[src/rtl/fetch_unit_pkg.sv]
// Shared constants and helpers for the instruction-fetch stage.
package fetch_unit_pkg;

    localparam int unsigned INST_W = 32;

    localparam logic [6:0]        OPC_SYSTEM  = 7'b1110011;
    localparam logic [INST_W-1:0] INST_ECALL  = 32'h0000_0073;
    localparam logic [INST_W-1:0] INST_EBREAK = 32'h0010_0073;

    // Memory slot encoding driven onto the memory sclk input.
    localparam logic PHASE_FETCH = 1'b1;
    localparam logic PHASE_DATA  = 1'b0;

    // True for the two SYSTEM encodings that stop fetching.
    function automatic logic is_halt_inst(input logic [INST_W-1:0] word);
        return (word[6:0] == OPC_SYSTEM) &&
               ((word == INST_ECALL) || (word == INST_EBREAK));
    endfunction

endpackage

[src/rtl/fetch_unit_if.sv]
// Fetch-stage bus bundle: memory slot/address/data, redirect from execute,
// valid/ready instruction handshake toward decode, and the halt flag.
//   master : fetch_unit side
//   slave  : memory / execute / decode side
interface fetch_unit_if
    import fetch_unit_pkg::*;
#(
    parameter int unsigned ADDR_W = 8
) ();

    logic                 mem_phase;
    logic [ADDR_W-1:0]    fetch_addr;
    logic [INST_W-1:0]    mem_rdata;
    logic                 redirect_valid;
    logic [ADDR_W-1:0]    redirect_pc;
    logic                 inst_valid;
    logic [INST_W-1:0]    inst;
    logic [ADDR_W-1:0]    inst_pc;
    logic                 inst_ready;
    logic                 halted;

    modport master (
        output mem_phase, fetch_addr, inst_valid, inst, inst_pc, halted,
        input  mem_rdata, redirect_valid, redirect_pc, inst_ready
    );

    modport slave (
        input  mem_phase, fetch_addr, inst_valid, inst, inst_pc, halted,
        output mem_rdata, redirect_valid, redirect_pc, inst_ready
    );

endinterface

[src/rtl/fetch_unit_queue.sv]
// fetch_queue: synchronous FIFO of {instruction, pc} entries with flush.
// Head outputs are registered copies of the next-state head entry.
// Ports: clk, rst (async high); push/push_inst/push_pc; pop; flush;
//        count, head_valid, head_inst, head_pc.
// The caller never pushes into a full queue without a concurrent pop,
// and never pops an empty queue.
module fetch_queue
    import fetch_unit_pkg::*;
#(
    parameter int unsigned ADDR_W = 8,
    parameter int unsigned QDEPTH = 2,
    localparam int unsigned PTR_W = $clog2(QDEPTH),
    localparam int unsigned CNT_W = $clog2(QDEPTH + 1)
) (
    input  logic              clk,
    input  logic              rst,
    input  logic              push,
    input  logic [INST_W-1:0] push_inst,
    input  logic [ADDR_W-1:0] push_pc,
    input  logic              pop,
    input  logic              flush,
    output logic [CNT_W-1:0]  count,
    output logic              head_valid,
    output logic [INST_W-1:0] head_inst,
    output logic [ADDR_W-1:0] head_pc
);

    logic [INST_W-1:0] inst_mem_q [QDEPTH];
    logic [INST_W-1:0] inst_mem_d [QDEPTH];
    logic [ADDR_W-1:0] pc_mem_q   [QDEPTH];
    logic [ADDR_W-1:0] pc_mem_d   [QDEPTH];
    logic [PTR_W-1:0]  wr_ptr_q, wr_ptr_d;
    logic [PTR_W-1:0]  rd_ptr_q, rd_ptr_d;
    logic [CNT_W-1:0]  count_q, count_d;
    logic              head_valid_q, head_valid_d;
    logic [INST_W-1:0] head_inst_q, head_inst_d;
    logic [ADDR_W-1:0] head_pc_q, head_pc_d;

    // Next-state storage, pointers and registered head view.
    always_comb begin
        inst_mem_d = inst_mem_q;
        pc_mem_d   = pc_mem_q;
        wr_ptr_d   = wr_ptr_q;
        rd_ptr_d   = rd_ptr_q;
        count_d    = count_q;

        if (flush) begin
            wr_ptr_d = '0;
            rd_ptr_d = '0;
            count_d  = '0;
        end else begin
            if (push) begin
                inst_mem_d[wr_ptr_q] = push_inst;
                pc_mem_d[wr_ptr_q]   = push_pc;
                wr_ptr_d             = wr_ptr_q + PTR_W'(1);
            end
            if (pop) begin
                rd_ptr_d = rd_ptr_q + PTR_W'(1);
            end
            unique case ({push, pop})
                2'b10:   count_d = count_q + CNT_W'(1);
                2'b01:   count_d = count_q - CNT_W'(1);
                default: count_d = count_q;
            endcase
        end

        // Empty queue presents zeros so stale entries never leak out.
        head_valid_d = (count_d != '0);
        head_inst_d  = head_valid_d ? inst_mem_d[rd_ptr_d] : '0;
        head_pc_d    = head_valid_d ? pc_mem_d[rd_ptr_d]   : '0;
    end

    always_ff @(posedge clk or posedge rst) begin
        if (rst) begin
            inst_mem_q   <= '{default: '0};
            pc_mem_q     <= '{default: '0};
            wr_ptr_q     <= '0;
            rd_ptr_q     <= '0;
            count_q      <= '0;
            head_valid_q <= 1'b0;
            head_inst_q  <= '0;
            head_pc_q    <= '0;
        end else begin
            inst_mem_q   <= inst_mem_d;
            pc_mem_q     <= pc_mem_d;
            wr_ptr_q     <= wr_ptr_d;
            rd_ptr_q     <= rd_ptr_d;
            count_q      <= count_d;
            head_valid_q <= head_valid_d;
            head_inst_q  <= head_inst_d;
            head_pc_q    <= head_pc_d;
        end
    end

    assign count      = count_q;
    assign head_valid = head_valid_q;
    assign head_inst  = head_inst_q;
    assign head_pc    = head_pc_q;

endmodule

[src/rtl/fetch_unit.sv]
// fetch_unit: instruction-fetch stage in front of a unified memory.
// Alternates fetch/data memory slots every clock, owns the PC, buffers
// fetched words in fetch_queue toward decode, flushes on redirect and
// stops fetching after ECALL/EBREAK.
// Ports: clk, rst (async high); bus (fetch_unit_if.master) carrying
//        mem_phase, fetch_addr, mem_rdata, redirect_valid/pc,
//        inst_valid/inst/inst_pc/inst_ready, halted.
module fetch_unit
    import fetch_unit_pkg::*;
#(
    parameter int unsigned       ADDR_W   = 8,
    parameter int unsigned       QDEPTH   = 2,
    parameter logic [ADDR_W-1:0] RESET_PC = '0
) (
    input  logic         clk,
    input  logic         rst,
    fetch_unit_if.master bus
);

    localparam int unsigned CNT_W = $clog2(QDEPTH + 1);

    logic              phase_q, phase_d;
    logic [ADDR_W-1:0] pc_q, pc_d;
    logic              halted_q, halted_d;

    logic [CNT_W-1:0]  q_count;
    logic              q_valid;
    logic [INST_W-1:0] q_inst;
    logic [ADDR_W-1:0] q_pc;

    logic              pop_c;
    logic              capture_c;
    logic              unused_redirect_lo;

    // Decode handshake and fetch-slot capture decision.
    always_comb begin
        pop_c     = q_valid && bus.inst_ready;
        capture_c = (phase_q == PHASE_FETCH) && !bus.redirect_valid &&
                    !halted_q && ((q_count < CNT_W'(QDEPTH)) || pop_c);
    end

    // Phase toggles unconditionally; redirect outranks capture.
    always_comb begin
        phase_d  = ~phase_q;
        pc_d     = pc_q;
        halted_d = halted_q;

        if (bus.redirect_valid) begin
            pc_d     = {bus.redirect_pc[ADDR_W-1:2], 2'b00};
            halted_d = 1'b0;
        end else if (capture_c) begin
            pc_d = pc_q + ADDR_W'(4);
            if (is_halt_inst(bus.mem_rdata)) begin
                halted_d = 1'b1;
            end
        end
    end

    always_ff @(posedge clk or posedge rst) begin
        if (rst) begin
            phase_q  <= PHASE_DATA;
            pc_q     <= RESET_PC;
            halted_q <= 1'b0;
        end else begin
            phase_q  <= phase_d;
            pc_q     <= pc_d;
            halted_q <= halted_d;
        end
    end

    // A pop concurrent with a redirect is absorbed by the flush.
    fetch_queue #(
        .ADDR_W (ADDR_W),
        .QDEPTH (QDEPTH)
    ) u_queue (
        .clk        (clk),
        .rst        (rst),
        .push       (capture_c),
        .push_inst  (bus.mem_rdata),
        .push_pc    (pc_q),
        .pop        (pop_c && !bus.redirect_valid),
        .flush      (bus.redirect_valid),
        .count      (q_count),
        .head_valid (q_valid),
        .head_inst  (q_inst),
        .head_pc    (q_pc)
    );

    // Redirect targets are word aligned; the low bits are dropped.
    assign unused_redirect_lo = ^bus.redirect_pc[1:0];

    assign bus.mem_phase  = phase_q;
    assign bus.fetch_addr = pc_q;
    assign bus.inst_valid = q_valid;
    assign bus.inst       = q_inst;
    assign bus.inst_pc    = q_pc;
    assign bus.halted     = halted_q;

endmodule

[src/flat_wrapper.sv]
// flat-port wrapper written by rule: the top's interface ports become plain ports
module fetch_unit_flat import fetch_unit_pkg::*;
#(
    parameter int unsigned       ADDR_W   = 8,
    parameter int unsigned       QDEPTH   = 2,
    parameter logic [ADDR_W-1:0] RESET_PC = '0
)
  (clk, rst, bus_mem_phase, bus_fetch_addr, bus_inst_valid, bus_inst, bus_inst_pc, bus_halted, bus_mem_rdata, bus_redirect_valid, bus_redirect_pc, bus_inst_ready);
  fetch_unit_if #(.ADDR_W(ADDR_W)) bus_i ();
  input  logic clk;
  input  logic rst;
  output wire logic [$bits(bus_i.mem_phase)-1:0] bus_mem_phase;
  output wire logic [$bits(bus_i.fetch_addr)-1:0] bus_fetch_addr;
  output wire logic [$bits(bus_i.inst_valid)-1:0] bus_inst_valid;
  output wire logic [$bits(bus_i.inst)-1:0] bus_inst;
  output wire logic [$bits(bus_i.inst_pc)-1:0] bus_inst_pc;
  output wire logic [$bits(bus_i.halted)-1:0] bus_halted;
  input wire logic [$bits(bus_i.mem_rdata)-1:0] bus_mem_rdata;
  input wire logic [$bits(bus_i.redirect_valid)-1:0] bus_redirect_valid;
  input wire logic [$bits(bus_i.redirect_pc)-1:0] bus_redirect_pc;
  input wire logic [$bits(bus_i.inst_ready)-1:0] bus_inst_ready;
  assign bus_mem_phase = bus_i.mem_phase;
  assign bus_fetch_addr = bus_i.fetch_addr;
  assign bus_inst_valid = bus_i.inst_valid;
  assign bus_inst = bus_i.inst;
  assign bus_inst_pc = bus_i.inst_pc;
  assign bus_halted = bus_i.halted;
  assign bus_i.mem_rdata = bus_mem_rdata;
  assign bus_i.redirect_valid = bus_redirect_valid;
  assign bus_i.redirect_pc = bus_redirect_pc;
  assign bus_i.inst_ready = bus_inst_ready;
  fetch_unit #(.ADDR_W(ADDR_W), .QDEPTH(QDEPTH), .RESET_PC(RESET_PC)) u_core (.clk(clk), .rst(rst), .bus(bus_i));
endmodule
[config.mk]
export PLATFORM = sky130hd
export DESIGN_NAME = fetch_unit_flat
export DESIGN_NICKNAME = d
export VERILOG_FILES = /design/src/rtl/fetch_unit_pkg.sv /design/src/rtl/fetch_unit_if.sv /design/src/rtl/fetch_unit_queue.sv /design/src/rtl/fetch_unit.sv /design/src/flat_wrapper.sv
export SDC_FILE = /design/constraint.sdc
export NUM_CORES = 1
export LEC_CHECK = 0
export ABC_AREA = 1
export BUFFER_PORTS_ARGS = -buffer_cell sky130_fd_sc_hd__clkbuf_2
export CAP_MARGIN = 25
export CORE_UTILIZATION = 45
export DETAILED_ROUTE_END_ITERATION = 12
export GPL_ROUTABILITY_DRIVEN = 0
export SYNTH_ARGS = -nofsm -noshare
export SYNTH_HDL_FRONTEND = slang
export SYNTH_SLANG_ARGS = --single-unit
[constraint.sdc]
create_clock -name clk -period 4.6 [get_ports clk]
set_input_delay 0.69 -clock clk [delete_from_list [all_inputs] [get_ports clk]]
set_output_delay 0.69 -clock clk [all_outputs]
set_load 0.02 [all_outputs]
Word-level counts from Yosys, hierarchy flattened
Cells that the tools add are included.
{ "word_totals": {"reg_bits": 135, "latchBits": 0, "ram_bits": 0, "rom_bits": 0, "in_bits": 44, "out_inout_bits": 51, "wordCells": 74, "mem_count": 0} }
{ "op_classes": {"n_addsub": 5, "n_mul": 0, "div_mod_pow": 0, "order_cmp": 4, "eq_ne": 5, "shifts": 0, "muxes": 29, "bitwise": 3, "n_reduce_logical": 15} }
{ "op_table": {"columns": ["op", "n"], "rows": [
  ["$mux 32", 5],
  ["$mux 64", 2],
  ["$bwmux 64", 1],
  ["$mux 8", 7],
  ["$demux 32 s1", 1],
  ["$eq 32x21->1 const B", 1],
  ["$eq 32x7->1 const B", 1],
  ["$mux 16", 2],
  ["$bwmux 16", 1],
  ["$add 8x3->8 const B", 1],
  ["$demux 8 s1", 1],
  ["$eq 7x7->1 const B", 1],
  ["$logic_and 1x1->1", 7],
  ["$mux 1", 7],
  ["$reduce_bool 2->1", 3],
  ["$ge 2x2->1 const B", 2],
  ["$not 1->2", 2],
  ["$pmux 2 s2", 1],
  ["$add 1x1->1 const B", 2],
  ["$add 2x1->2 const B", 1],
  ["$eq 2x1->1 const B", 1],
  ["$eq 2x2->1 const B", 1],
  ["$logic_not 1->1", 2],
  ["$logic_or 1x1->1", 2],
  ["other kinds (6)", 6]
]} }

Depth between registers and ports, before layout
Gate-level depths: netlist of the first run.
{ "depth": {"word_depth": 12, "mapped_depth": 16} }

Modules after synthesis
From an unflattened synthesis of the first run, not the netlist that was laid out.
{ "unflattened": {"hier_cells": 770, "area_unflattened_um2": 6311.1} }
{ "modules_own_cells": {"columns": ["mod", "n_inst", "cells_each", "area_per_inst_um2", "seq_area_each_um2"], "rows": [
  ["fetch_queue", 1, 677, 5689.2, 3128.0],
  ["fetch_unit", 1, 93, 621.8, 200.2]
]} }

Worst setup path before layout of the first run
OpenSTA, ideal clock, no wires.
{ "synth_timing": {"path_type": "input to register", "start": "input port bus_redirect_valid", "end": "register u_core.u_queue.head_inst_q[0], in the netlist u_core.u_queue.head_inst[0]", "setup_time_ns": 0.132, "arrival_time_ns": 2.391, "required_ns": 4.468, "setup_slack_ns": 2.078, "cell_stages": 14, "path_buffers": 3, "cell_sequence": "inv_2 > nand2_1 > nor2_4 > nand2_2 > buf_6 > buf_2 > ha_1 > inv_1 > nand4_1 > nand3_1 > nand2_1 > inv_1 > clkbuf_1 > nor2_1"} }
{ "synth_via": {"elab_cells_between_ends": 19, "classes_between": "eq/ne (2); mux (10); bitwise (1); reduce/logical (6)"} }
{ "synth_lines": {"columns": ["element", "line_no", "source"], "rows": [
  ["start, declared", "flat_wrapper.sv:19", "input wire logic [$bits(bus_i.redirect_valid)-1:0] bus_redirect_valid;"],
  ["$logic_not 1->1", "fetch_unit.sv:38, fetch_unit.sv:81", null],
  ["$logic_and 1x1->1 (2 in a row)", "fetch_unit.sv:38", "capture_c = (phase_q == PHASE_FETCH) && !bus.redirect_valid &&"],
  ["$logic_and 1x1->1", "fetch_unit.sv:39", "!halted_q && ((q_count < CNT_W'(QDEPTH)) || pop_c);"],
  ["$eq 2x1->1 / $eq 2x2->1 (equally long branches)", "fetch_unit_queue.sv:60", "unique case ({push, pop})"],
  ["$pmux 2 s2", "fetch_unit_queue.sv:60", null],
  ["$mux 2 *", "fetch_unit_queue.sv:47", "if (flush) begin"],
  ["$reduce_bool 2->1 *", "fetch_unit_queue.sv:68", "head_valid_d = (count_d != '0);"],
  ["via u_core.u_queue.head_valid_d", "fetch_unit_queue.sv:35", "logic head_valid_q, head_valid_d;"],
  ["$mux 32 *", "fetch_unit_queue.sv:69", "head_inst_d = head_valid_d ? inst_mem_d[rd_ptr_d] : '0;"],
  ["via u_core.u_queue.head_inst_d[0]", "fetch_unit_queue.sv:36", "logic [INST_W-1:0] head_inst_q, head_inst_d;"],
  ["end signal, assigned", "fetch_unit_queue.sv:90", "head_inst_q <= head_inst_d;"],
  ["end, declared", "fetch_unit_queue.sv:36", null]
]} }
Mark *: on every way through the listed nets, which the timed path passes. The rest lies on a longest branch. The select of a mux whose other input is x is not followed.
A chain may end at the register's enable or synchronous reset.

Final worst setup path of the first run
{ "layout_timing": {"start": "input port bus_redirect_valid", "end": "register u_core.u_queue.head_inst_q[25], in the netlist u_core.u_queue.head_inst[25]"} }
{ "layout_via": {"elab_chain_cells": 10, "elab_cells_between_ends": 19, "classes_between": "eq/ne (2); mux (10); bitwise (1); reduce/logical (6)"} }
{ "layout_lines": {"columns": ["element", "line_no", "source"], "rows": [
  ["$logic_not 1->1", "fetch_unit.sv:38, fetch_unit.sv:81", null],
  ["$logic_and 1x1->1 (2 in a row)", "fetch_unit.sv:38", null],
  ["$logic_and 1x1->1", "fetch_unit.sv:39", null],
  ["$mux 64", "fetch_unit_queue.sv:52", "if (push) begin"],
  ["$mux 64", "fetch_unit_queue.sv:47", null],
  ["$mux 32 (not written as such) (3 in a row)", "fetch_unit_queue.sv:69", null],
  ["$mux 32 *", "fetch_unit_queue.sv:69", null],
  ["via u_core.u_queue.head_inst_d[25]", "fetch_unit_queue.sv:36", null]
]} }
Marks and branches as above.

==> metrics, run 1 <==
CTS H-tree depth=4; CP Class=in -> reg; # diodes=0; CTS tree=built; Yosys reg bits=between 100 and 150; Seq pwr share=0.421; Crit path required time=4.94 ns; Clock Latency Late Sink=about 0.42 ns; pin count of the biggest net entering global routing=84; vias per inst=4.79; Final Hold Fails=0; RSZ-0062 raised after global routing=false; Placement Rows=44; synth unique cells=24; Clk pwr share=0.343; Buf/Inv on CP=4; CP max FO=83; critical path capture point type=flip-flop; post-route cell area=between 0.007 and 0.008 mm^2; r2r setup slk=2.12 ns; Initial Util=0.467; status=complete, no violations; Clock Skew=0.00420 ns; MaxCap Viol Count=0; die area=around 0.016 mm^2; initial antenna violation count=0; drt pass-1 iters=5; Setup Fix Bufs, Post-CTS=0; cell mode on critical path=nand2_1; share of total power in combinational logic=0.236; global-route wire length before repair=~29,000 um; Clk Tree Root Cell=clkbuf_16; Lkg Pwr=4.66 nW; Worst path max stage delay=0.69 ns; worst reg2reg path endpoint=u_core.u_queue.head_inst[25]$_DFF_PP0_; hold_buf cts=0; clock slew seen by the registers of the worst setup and hold paths=~0.050 ns; Residual DRC=0; Port Buffers=90; Tcrit/Tclk final=0.568; fraction of layout cells with a size suffix above 1=0.120; Placed Cells incl. Taps=1,234; synth warn=0; delay-heaviest family, CP=buffers and inverters; Avg Inst Size Synth=6.88 um^2; Pwr Density=431 mW/mm^2; grt ovf=0; Layout Nets=1,115; switching power=0.00108 W; Detailed Place HPWL=9860 um; Slew @ Worst Pin=0.937 ns; Cell Area, Placed=0.00742 mm^2; routed wire length per instance=about 13 um; HP Class=in -> async; Switching Share=0.318; Fin Setup TNS=0 ns; Core Area=0.0148 mm^2; post-synthesis sequential area ratio=0.483; total CTS buffers=17; worst setup path endpoint=u_core.u_queue.head_inst[25]$_DFF_PP0_; Post-DRT Antenna Nets=0; Mapped Area=0.00690 mm^2; Iter 0 DRT Violations=365; CTS Buffer Depth=2; P_int=roughly 0.0023 W; Slew Viols, Final=0; Reg2Reg Launch Point=u_core.u_queue.head_valid$_DFF_PP0_; Global Route Usage Sum=0.234; number of global-route vias before repair=5,841; Crit. Startpoint=bus_redirect_valid; Final Critical Period=2.61 ns; Sink Count=133; Reg2Reg Depth=10; Mapped Cells=1,003; Post-CTS Resized=0; Hold WS=0.310 ns; drt total wl=16,600 um; Vias=about 6,000; Syn-to-layout area delta=14.7%; kind of start point of the critical path=input port; slowest cell on the critical path=buf_4; worst-path cell chain=clkbuf_2 > inv_2 > nand2_1 > nor2_4 > nand2_2 > buf_4 > inv_2 > nand2_1 > nand2_1 > nand2_1 > nand2_1 > nor2_1; Fill cells=roughly 1,500; Arrival @ worst endpoint=2.95 ns; Final setup viols=0; maximum VDD drop=242 uV; Slew HR=0.375; Die H=126 um; fmax=383 MHz; IO Pins=95; stages on the worst setup path=12; Layout Cells excl Fill=1,259; Die X=between 100 and 150 um
power by group through the flow:
stage          combinational (W)  sequential (W)  clock, W
2_1_floorplan           0.000540         0.00150         0
3_3_place_gp            0.000795         0.00145         0
3_5_place_dp            0.000809         0.00145         0
4_1_cts                 0.000815         0.00143   0.00120
5_1_grt                 0.000945         0.00146   0.00125
6_report                0.000804         0.00143   0.00117
area by class of cell:
| class | count | area (um^2) | area share |
|---|---|---|---|
| inverter | 189 | 714 | 0.0903 |
| multi-input combinational | 629 | 2630 | 0.333 |
| clock buffer | 25 | 485 | 0.0614 |
| sequential | 133 | 3330 | 0.421 |
| tap | 184 | 230 | 0.0291 |
| timing repair buffer | 99 | 518 | 0.0655 |
registers in the layout, summed over array words and instances, names as in the netlist:
register	count
u_core.u_queue.inst_mem_q	64
u_core.u_queue.head_inst	32
u_core.u_queue.pc_mem_q	16
u_core.u_queue.head_pc	8
u_core.bus.fetch_addr	6
u_core.u_queue.count	2
u_core.bus.halted	1
u_core.bus.mem_phase	1
u_core.u_queue.head_valid	1
u_core.u_queue.rd_ptr_q	1
u_core.u_queue.wr_ptr_q	1
per-layer routing:
layer	global-route usage	wire [um]
met2	0.388	7900
met3	0.0480	723
met4	0.0914	287
met1	0.300	7710
met5	0	0
cell families (layout without fill, tap and decap cells):
kind of cell,count (synthesis),count (layout),synth area share
buffers and inverters,242,313,0.138
AO/OA/AOI/OAI,83,83,0.0622
other,1,2,0.000544
AND/OR/NAND/NOR,539,539,0.309
adder cells (fa/ha/maj),2,2,0.00363
flip-flops,133,133,0.483
XOR/XNOR,3,3,0.00381
synth_stat cells:
| master | count | area share |
|---|---|---|
| buf_6 | 1 | 0.0016 |
| clkbuf_1 | 23 | 0.013 |
| ha_1 | 2 | 0.0036 |
| nand3_1 | 68 | 0.049 |
| buf_4 | 2 | 0.0022 |
| nor2_1 | 59 | 0.032 |
| conb_1 | 1 | 0.00054 |
| buf_2 | 22 | 0.016 |
| buf_1 | 5 | 0.0027 |
| nand4_1 | 1 | 0.00091 |
| o211ai_1 | 4 | 0.0044 |
| xor2_1 | 1 | 0.0013 |
| a21oi_1 | 1 | 0.00072 |
| o221ai_1 | 1 | 0.0013 |
| xnor2_1 | 2 | 0.0025 |
| nor3b_2 | 1 | 0.0018 |
| dfrtp_1 | 133 | 0.48 |
| nor3_1 | 3 | 0.0022 |
| inv_2 | 4 | 0.0022 |
| nand2_1 | 405 | 0.22 |
| nand2_2 | 1 | 0.00091 |
| inv_1 | 185 | 0.10 |
| o21ai_0 | 77 | 0.056 |
| nor2_4 | 1 | 0.0016 |
placed cells by master, fill, tap and decap left out:
master / Yosys / routed
a21oi_1: 1 / 1
buf_4: 2 / 9
clkbuf_1: 23 / 5
clkbuf_16: 0 / 17
clkbuf_2: 0 / 90
clkbuf_8: 0 / 3
conb_1: 1 / 2
dfrtp_1: 133 / 132
dfrtp_2: 0 / 1
ha_1: 2 / 2
inv_1: 185 / 184
inv_2: 4 / 4
inv_6: 0 / 1
nand2_1: 405 / 404
nand2_2: 1 / 2
nand3_1: 68 / 68
nand4_1: 1 / 1
nor2_1: 59 / 59
nor2_4: 1 / 1
nor3_1: 3 / 3
nor3b_4: 0 / 1
o211ai_1: 4 / 4
o21ai_0: 77 / 77
o221ai_1: 1 / 1
xnor2_1: 2 / 2
xor2_1: 1 / 1
metrics by stage:
step                      setup WS, ns  total power, W   util
after CTS                         1.97         0.00345  0.536
after floorplan                  0.356         0.00204      -
final                             1.99         0.00341  0.536
after global placement            1.51         0.00224  0.503
after detailed placement          1.52         0.00226  0.503
after global routing              1.70         0.00365  0.536
worst min-delay path by stage:
stage | endpoint | slack, ns | cells after the start
2_1_floorplan | u_core.u_queue.pc_mem_q[8]$_DFF_PP0_ | 0.43 | 2
3_3_place_gp | u_core.u_queue.pc_mem_q[1]$_DFF_PP0_ | 0.44 | 2
3_5_place_dp | u_core.u_queue.pc_mem_q[8]$_DFF_PP0_ | 0.45 | 2
4_1_cts | u_core.u_queue.head_inst[2]$_DFF_PP0_ | 0.35 | 2
5_1_grt | u_core.u_queue.inst_mem_q[0]$_DFF_PP0_ | 0.38 | 2
6_report | u_core.u_queue.head_inst[2]$_DFF_PP0_ | 0.31 | 2
(Power assumes the default switching activity.)
==> run 2: changes to the inputs <==
--- a/config.mk
+++ b/config.mk
@@ -11,6 +11,7 @@
 export CORE_UTILIZATION = 45
 export DETAILED_ROUTE_END_ITERATION = 12
 export GPL_ROUTABILITY_DRIVEN = 0
+export PLACE_DENSITY = 0.67
 export SYNTH_ARGS = -nofsm -noshare
 export SYNTH_HDL_FRONTEND = slang
 export SYNTH_SLANG_ARGS = --single-unit
==> constraint.sdc (replaced) <==
create_clock -name clk -period 2.1 [get_ports clk]
set_input_delay 0.315 -clock clk [delete_from_list [all_inputs] [get_ports clk]]
set_output_delay 0.315 -clock clk [all_outputs]
set_load 0.02 [all_outputs]
==> run 2 against run 1 <==
Non-clock buffer count rose by 18. Die area unchanged. Total power up 130%. Via count increased by 1.1%. Global-route usage down 0.75 points. Clock skew increased by 0.0065 ns. Cell count grew 1.8%. Combinational power up 130%. Sequential power grew 120%. Clock power grew 140%. Routed wire length down 0.70%. First-iteration DRC count rose by 17%. Largest power group unchanged.
==> metrics, run 2 (synthesis results as in run 1) <==
status=complete, no violations (unchanged); Detailed Place HPWL=10,300 um (was 9860 um); Hold EP=u_core.bus.fetch_addr[4]$_DFFE_PP0P_; critical path capture point type=flip-flop (unchanged); most frequent cells in the layout=nand2_1, inv_1, dfrtp_1 (unchanged); Iter 0 DRT Violations=427 (was 365); Core Area=0.0148 mm^2 (unchanged); Placed Cells incl. Taps=1,251 (was 1,234); max reg flops=64 (unchanged); Layout Cells excl Fill=1,282 (was 1,259); grt ovf=0 (unchanged); RSZ-0062 raised after global routing=false (unchanged); vias per inst=4.75 (was 4.79); HP Class=in -> reg (was in -> async); number of global-route vias before repair=5,854 (was 5,841); CP Class=reg -> reg (was in -> reg); commonest non-fill, non-tap cell in the layout=nand2_1 (unchanged); maximum VDD drop=594 uV (was 242 uV); fin util=0.555 (was 0.536); Global Route Usage Sum=0.226 (was 0.234); Sink Count=133 (unchanged); Tcrit/Tclk final=0.906; IO Pins=95 (unchanged); drt total wl=16,500 um (was 16,600 um); routed wire length per instance=12.9 um (was 13.2 um); Die H=126 um (unchanged); drt pass-1 iters=5 (unchanged); Residual DRC=0 (unchanged); MaxCap Viol Count=0 (unchanged); fraction of layout cells with a size suffix above 1=0.143 (was 0.120); Reg2Reg Launch Point=u_core.bus.mem_phase$_DFF_PP0_ (was u_core.u_queue.head_valid$_DFF_PP0_); Reg2Reg Depth=11 (was 10); Final setup viols=0 (unchanged); Syn-to-layout area delta=18.8% (was 14.7%); CP max FO=28 (was 83); CTS tree=built (unchanged); area of the multi-input gates=0.00263 mm^2 (unchanged); Slew @ Worst Pin=0.722 ns (was 0.937 ns); Clk Tree Root Cell=clkbuf_16 (unchanged); Register Area=0.00333 mm^2 (about the same); fmax=526 MHz; Die X=126 um (unchanged); Setup Fix Bufs, Post-CTS=0 (unchanged); clock slew seen by the registers of the worst setup and hold paths=0.05 ns (about the same); Clock Latency Late Sink=0.42 ns (about the same); Arrival @ worst endpoint=2.20 ns (was 2.95 ns); Hold WS=0.117 ns (was 0.310 ns); Layout Nets=1,133 (was 1,115); Min-Delay Path Depth=3; kind of start point of the critical path=flip-flop (was input port); total CTS buffers=17 (unchanged); Placement Rows=44 (unchanged); CTS H-tree depth=4 (unchanged); Fill cells=1,436 (was 1,516); global-route wire length before repair=28,300 um (was 28,800 um); Slew HR=0.519 (was 0.375); Final Critical Period=about 1.9 ns; initial antenna violation count=0 (unchanged); Lkg Pwr=4.81 nW (was 4.66 nW); CTS Buffer Depth=2 (unchanged); Fin Setup TNS=0 ns (unchanged); Top reg by flops=u_core.u_queue.inst_mem_q (unchanged); pin count of the biggest net entering global routing=84 (unchanged); Initial Util=0.467 (unchanged); Design Power=0.00777 W (was 0.00341 W); Slew Viols, Final=0 (unchanged); Vias=6,091 (was 6,026); Port Buffers=90 (unchanged); Pwr Density=948 mW/mm^2 (was 431 mW/mm^2); # diodes=0 (unchanged); worst reg2reg path endpoint=u_core.u_queue.head_inst[0]$_DFF_PP0_ (was u_core.u_queue.head_inst[25]$_DFF_PP0_); Post-DRT Antenna Nets=0 (unchanged); Crit path required time=2.40 ns (was 4.94 ns); Final Hold Fails=0 (unchanged); die area=0.0158 mm^2 (unchanged); Hold Startpoint=bus_redirect_pc[4]; r2r setup slk=0.20 ns (was 2.12 ns); Clock Skew=0.0107 ns (was 0.00420 ns)
## run 2: worst max-delay path by stage
| stage | cells after the start | endpoint | start |
|---|---|---|---|
| 5_1_grt | 12 | u_core.u_queue.head_inst[16]$_DFF_PP0_ | u_core.bus.mem_phase$_DFF_PP0_ |
| 4_1_cts | 11 | u_core.u_queue.head_inst[0]$_DFF_PP0_ | u_core.bus.mem_phase$_DFF_PP0_ |
| 2_1_floorplan | 13 | u_core.u_queue.head_inst[18]$_DFF_PP0_ | u_core.bus.mem_phase$_DFF_PP0_ |
| 6_report | 11 | u_core.u_queue.head_inst[0]$_DFF_PP0_ | u_core.bus.mem_phase$_DFF_PP0_ |
| 3_5_place_dp | 13 | u_core.u_queue.head_pc[5]$_DFF_PP0_ | bus_redirect_valid |
| 3_3_place_gp | 13 | u_core.u_queue.head_inst[17]$_DFF_PP0_ | bus_redirect_valid |
## run 2: layout make-up
type / instances / share of cell area
Clock buffer: 27 / 0.0663
Inverter: 189 / 0.0870
Sequential cell: 133 / 0.407
Clock inverter: 3 / 0.00183
Tap cell: 184 / 0.0281
Timing Repair Buffer: 117 / 0.0892
Multi-Input combinational cell: 629 / 0.321
## run 2: critical path, stage by stage, from the launching register on
cell	delay [ns]
dfrtp_2	0.36
nand2_1	0.11
nor2_4	0.14
nand2_2	0.09
ha_1	0.31
inv_1	0.08
nand4_1	0.09
nand3_1	0.11
nand2_1	0.07
inv_1	0.11
buf_12	0.21
nor2_1	0.08
## run 2: stage by stage
stage               setup WS (ns)  cell area [um^2]
floorplan                  -0.101              6910
global placement            0.137              7630
detailed placement          0.103              7630
CTS                         0.196              8200
global route               0.0261              8200
finish                      0.198              8200
## run 2: what timing repair did
item / 4_1_cts / 5_1_grt
hold endpoints to repair: 18 / 0
gates resized for setup: 0 / 0
hold buffers: 1 / 0
## run 2: metal layers
metal / up-vias / share of wire / global-route usage
li1: 3130 / - / -
met1: 2821 / 0.47 / 0.301
met2: 123 / 0.48 / 0.369
met3: 17 / 0.042 / 0.0429
met4: 0 / 0.012 / 0.0836
met5: - / 0 / 0
## run 2: report_power, final
part,total (W),switching [W],internal (W)
combinational,0.00186,0.00123,0.000626
clock,0.00279,0.00105,0.00174
sequential,0.00312,0.000147,0.00298
==> run 3: changes to the inputs <==
--- a/config.mk
+++ b/config.mk
@@ -9,9 +9,11 @@
 export BUFFER_PORTS_ARGS = -buffer_cell sky130_fd_sc_hd__clkbuf_2
 export CAP_MARGIN = 25
 export CORE_UTILIZATION = 45
+export CTS_BUF_LIST = sky130_fd_sc_hd__clkbuf_4
 export DETAILED_ROUTE_END_ITERATION = 12
 export GPL_ROUTABILITY_DRIVEN = 0
 export PLACE_DENSITY = 0.67
+export REMOVE_ABC_BUFFERS = 1
 export SYNTH_ARGS = -nofsm -noshare
 export SYNTH_HDL_FRONTEND = slang
 export SYNTH_SLANG_ARGS = --single-unit
==> run 3 against run 2 <==
Die area is the same. Worst hold slack worse by 0.077 ns. Critical path type unchanged. Flip-flop and latch count unchanged. Non-clock buffer count stayed put. Highest routed layer unchanged. Register-to-register slack about the same. Clock-buffer cell count is 9 lower. First-iteration DRC count is 11% lower. Critical path depth is 1 lower. Total power shrank 10%. Via count fell by 2.2%. Sequential share of layout area increased by 0.99 points. Largest power group unchanged. Sequential power about the same.
==> metrics, run 3 (synthesis results as in run 1) <==
number of global-route vias before repair=5,574 (was 5,854); Placed Cells incl. Taps=1,246 (was 1,251); Global Route Usage Sum=0.215 (was 0.226); Die X=126 um (unchanged); Slew HR=0.525 (was 0.519); Post-DRT Antenna Nets=0 (unchanged); drt total wl=15,900 um (was 16,500 um); Clock Latency Late Sink=0.55 ns (was 0.42 ns); CTS H-tree depth=4 (unchanged); Sink Count=133 (unchanged); Iter 0 DRT Violations=378 (was 427); r2r setup slk=0.19 ns (was 0.20 ns); Pwr Density=875 mW/mm^2 (was 948 mW/mm^2); Slew @ Worst Pin=0.713 ns (was 0.722 ns); routed wire length per instance=12.4 um (was 12.9 um); most frequent cells in the layout=nand2_1, inv_1, dfrtp_1 (unchanged); Layout Cells excl Fill=1,284 (was 1,282); Port Buffers=90 (unchanged); HP Class=in -> reg (unchanged); max reg flops=64 (unchanged); Core Area=0.0148 mm^2 (unchanged); pin count of the biggest net entering global routing=84 (unchanged); Residual DRC=0 (unchanged); Routed met1 length=7620 um (was 7750 um); # diodes=0 (unchanged); Min-Delay Path Depth=3 (unchanged); global-route wire length before repair=26,800 um (was 28,300 um); vias per inst=4.64 (was 4.75); Clock Skew=0.0124 ns (was 0.0107 ns); grt ovf=0 (unchanged); Layout Nets=1,133 (unchanged); Lkg Pwr=4.71 nW (was 4.81 nW); Die H=126 um (unchanged); Final Hold Fails=0 (unchanged); Top reg by flops=u_core.u_queue.inst_mem_q (unchanged); Reg2Reg Depth=10 (was 11); Slew Viols, Final=0 (unchanged); Final Critical Period=1.91 ns (was 1.90 ns); Tcrit/Tclk final=0.908 (was 0.906); Final setup viols=0 (unchanged); fmax=524 MHz (was 526 MHz); post-route cell area=0.00799 mm^2 (was 0.00820 mm^2); CTS tree=built (unchanged); total CTS buffers=17 (unchanged); CP max FO=23 (was 28); kind of start point of the critical path=flip-flop (unchanged); clock slew seen by the registers of the worst setup and hold paths=0.11 ns (was 0.05 ns); Max Used Layer=met4 (unchanged); CP Class=reg -> reg (unchanged); met3 wire length=563 um (was 690 um); fraction of layout cells with a size suffix above 1=0.139 (was 0.143); Placement Rows=44 (unchanged); Clk Tree Root Cell=clkbuf_4 (was clkbuf_16); met2 routed WL=7500 um (was 7870 um); critical path capture point type=flip-flop (unchanged); Syn-to-layout area delta=15.9% (was 18.8%); die area=0.0158 mm^2 (unchanged); IO Pins=95 (unchanged); Cell Area, Placed=0.00759 mm^2 (was 0.00763 mm^2); Detailed Place HPWL=9920 um (was 10,300 um); CTS Buffer Depth=2 (unchanged); Vias=5,957 (was 6,091); Initial Util=0.467 (unchanged); drt pass-1 iters=4 (was 5); Setup Fix Bufs, Post-CTS=0 (unchanged); initial antenna violation count=0 (unchanged); status=complete, no violations (unchanged); Hold WS=0.0392 ns (was 0.117 ns); Arrival @ worst endpoint=2.35 ns (was 2.20 ns); MaxCap Viol Count=0 (unchanged); Crit path required time=2.54 ns (was 2.40 ns); fin util=0.542 (was 0.555); RSZ-0062 raised after global routing=false (unchanged); commonest non-fill, non-tap cell in the layout=nand2_1 (unchanged); Design Power=0.00699 W (was 0.00777 W); maximum VDD drop=453 uV (was 594 uV)
run 3: what timing repair did:
item                                   CTS  global route
hold buffers                             6             0
gates resized for setup                  0             0
endpoints found under the hold margin   58             0
run 3: final timing paths:
kind	start	to
worst max-delay path	u_core.bus.halted$_DFFE_PP0P_	u_core.u_queue.head_inst[14]$_DFF_PP0_
worst min-delay path	bus_redirect_pc[7]	u_core.bus.fetch_addr[7]$_DFFE_PP0P_
worst max register to register	u_core.bus.halted$_DFFE_PP0P_	u_core.u_queue.head_inst[14]$_DFF_PP0_
worst min register to register	u_core.bus.mem_phase$_DFF_PP0_	u_core.bus.mem_phase$_DFF_PP0_
max in group asynchronous	rst	u_core.u_queue.head_inst[15]$_DFF_PP0_
min in group asynchronous	rst	u_core.u_queue.head_pc[2]$_DFF_PP0_
run 3: final cells by class:
cell class | instances | area [um^2]
clock buffer | 18 | 135
multi-input combinational | 629 | 2630
inverter | 189 | 714
tap | 184 | 230
sequential | 133 | 3330
timing repair buffer | 117 | 743
fill | 1458 | 6760
clock inverter | 14 | 209
run 3: per-layer routing:
metal	up-vias	track usage
li1	3126	-
met1	2699	0.284
met2	116	0.356
met3	16	0.0412
met4	0	0.0723
met5	-	0
run 3: metrics by stage:
step | setup TNS (ns) | setup slack (ns)
after floorplan | -406.42 | -2.17
after global placement | 0 | 0.137
after detailed placement | 0 | 0.116
after CTS | 0 | 0.200
after global routing | 0 | 0.0519
final | 0 | 0.193
run 3: worst max-delay path, stage by stage, from the launching register on:
cell     delay, ns
dfrtp_1       0.47
nor2_4        0.15
nand2_2       0.08
ha_1          0.30
inv_1         0.08
nand4_1       0.09
nand3_1       0.11
nand2_1       0.09
inv_1         0.16
buf_12        0.19
nor2_1        0.06
run 3: report_power, final:
part,internal [W],switching (W)
sequential,0.00297,0.000147
clock,0.00107,0.000971
combinational,0.000623,0.00122
total,0.00466,0.00234
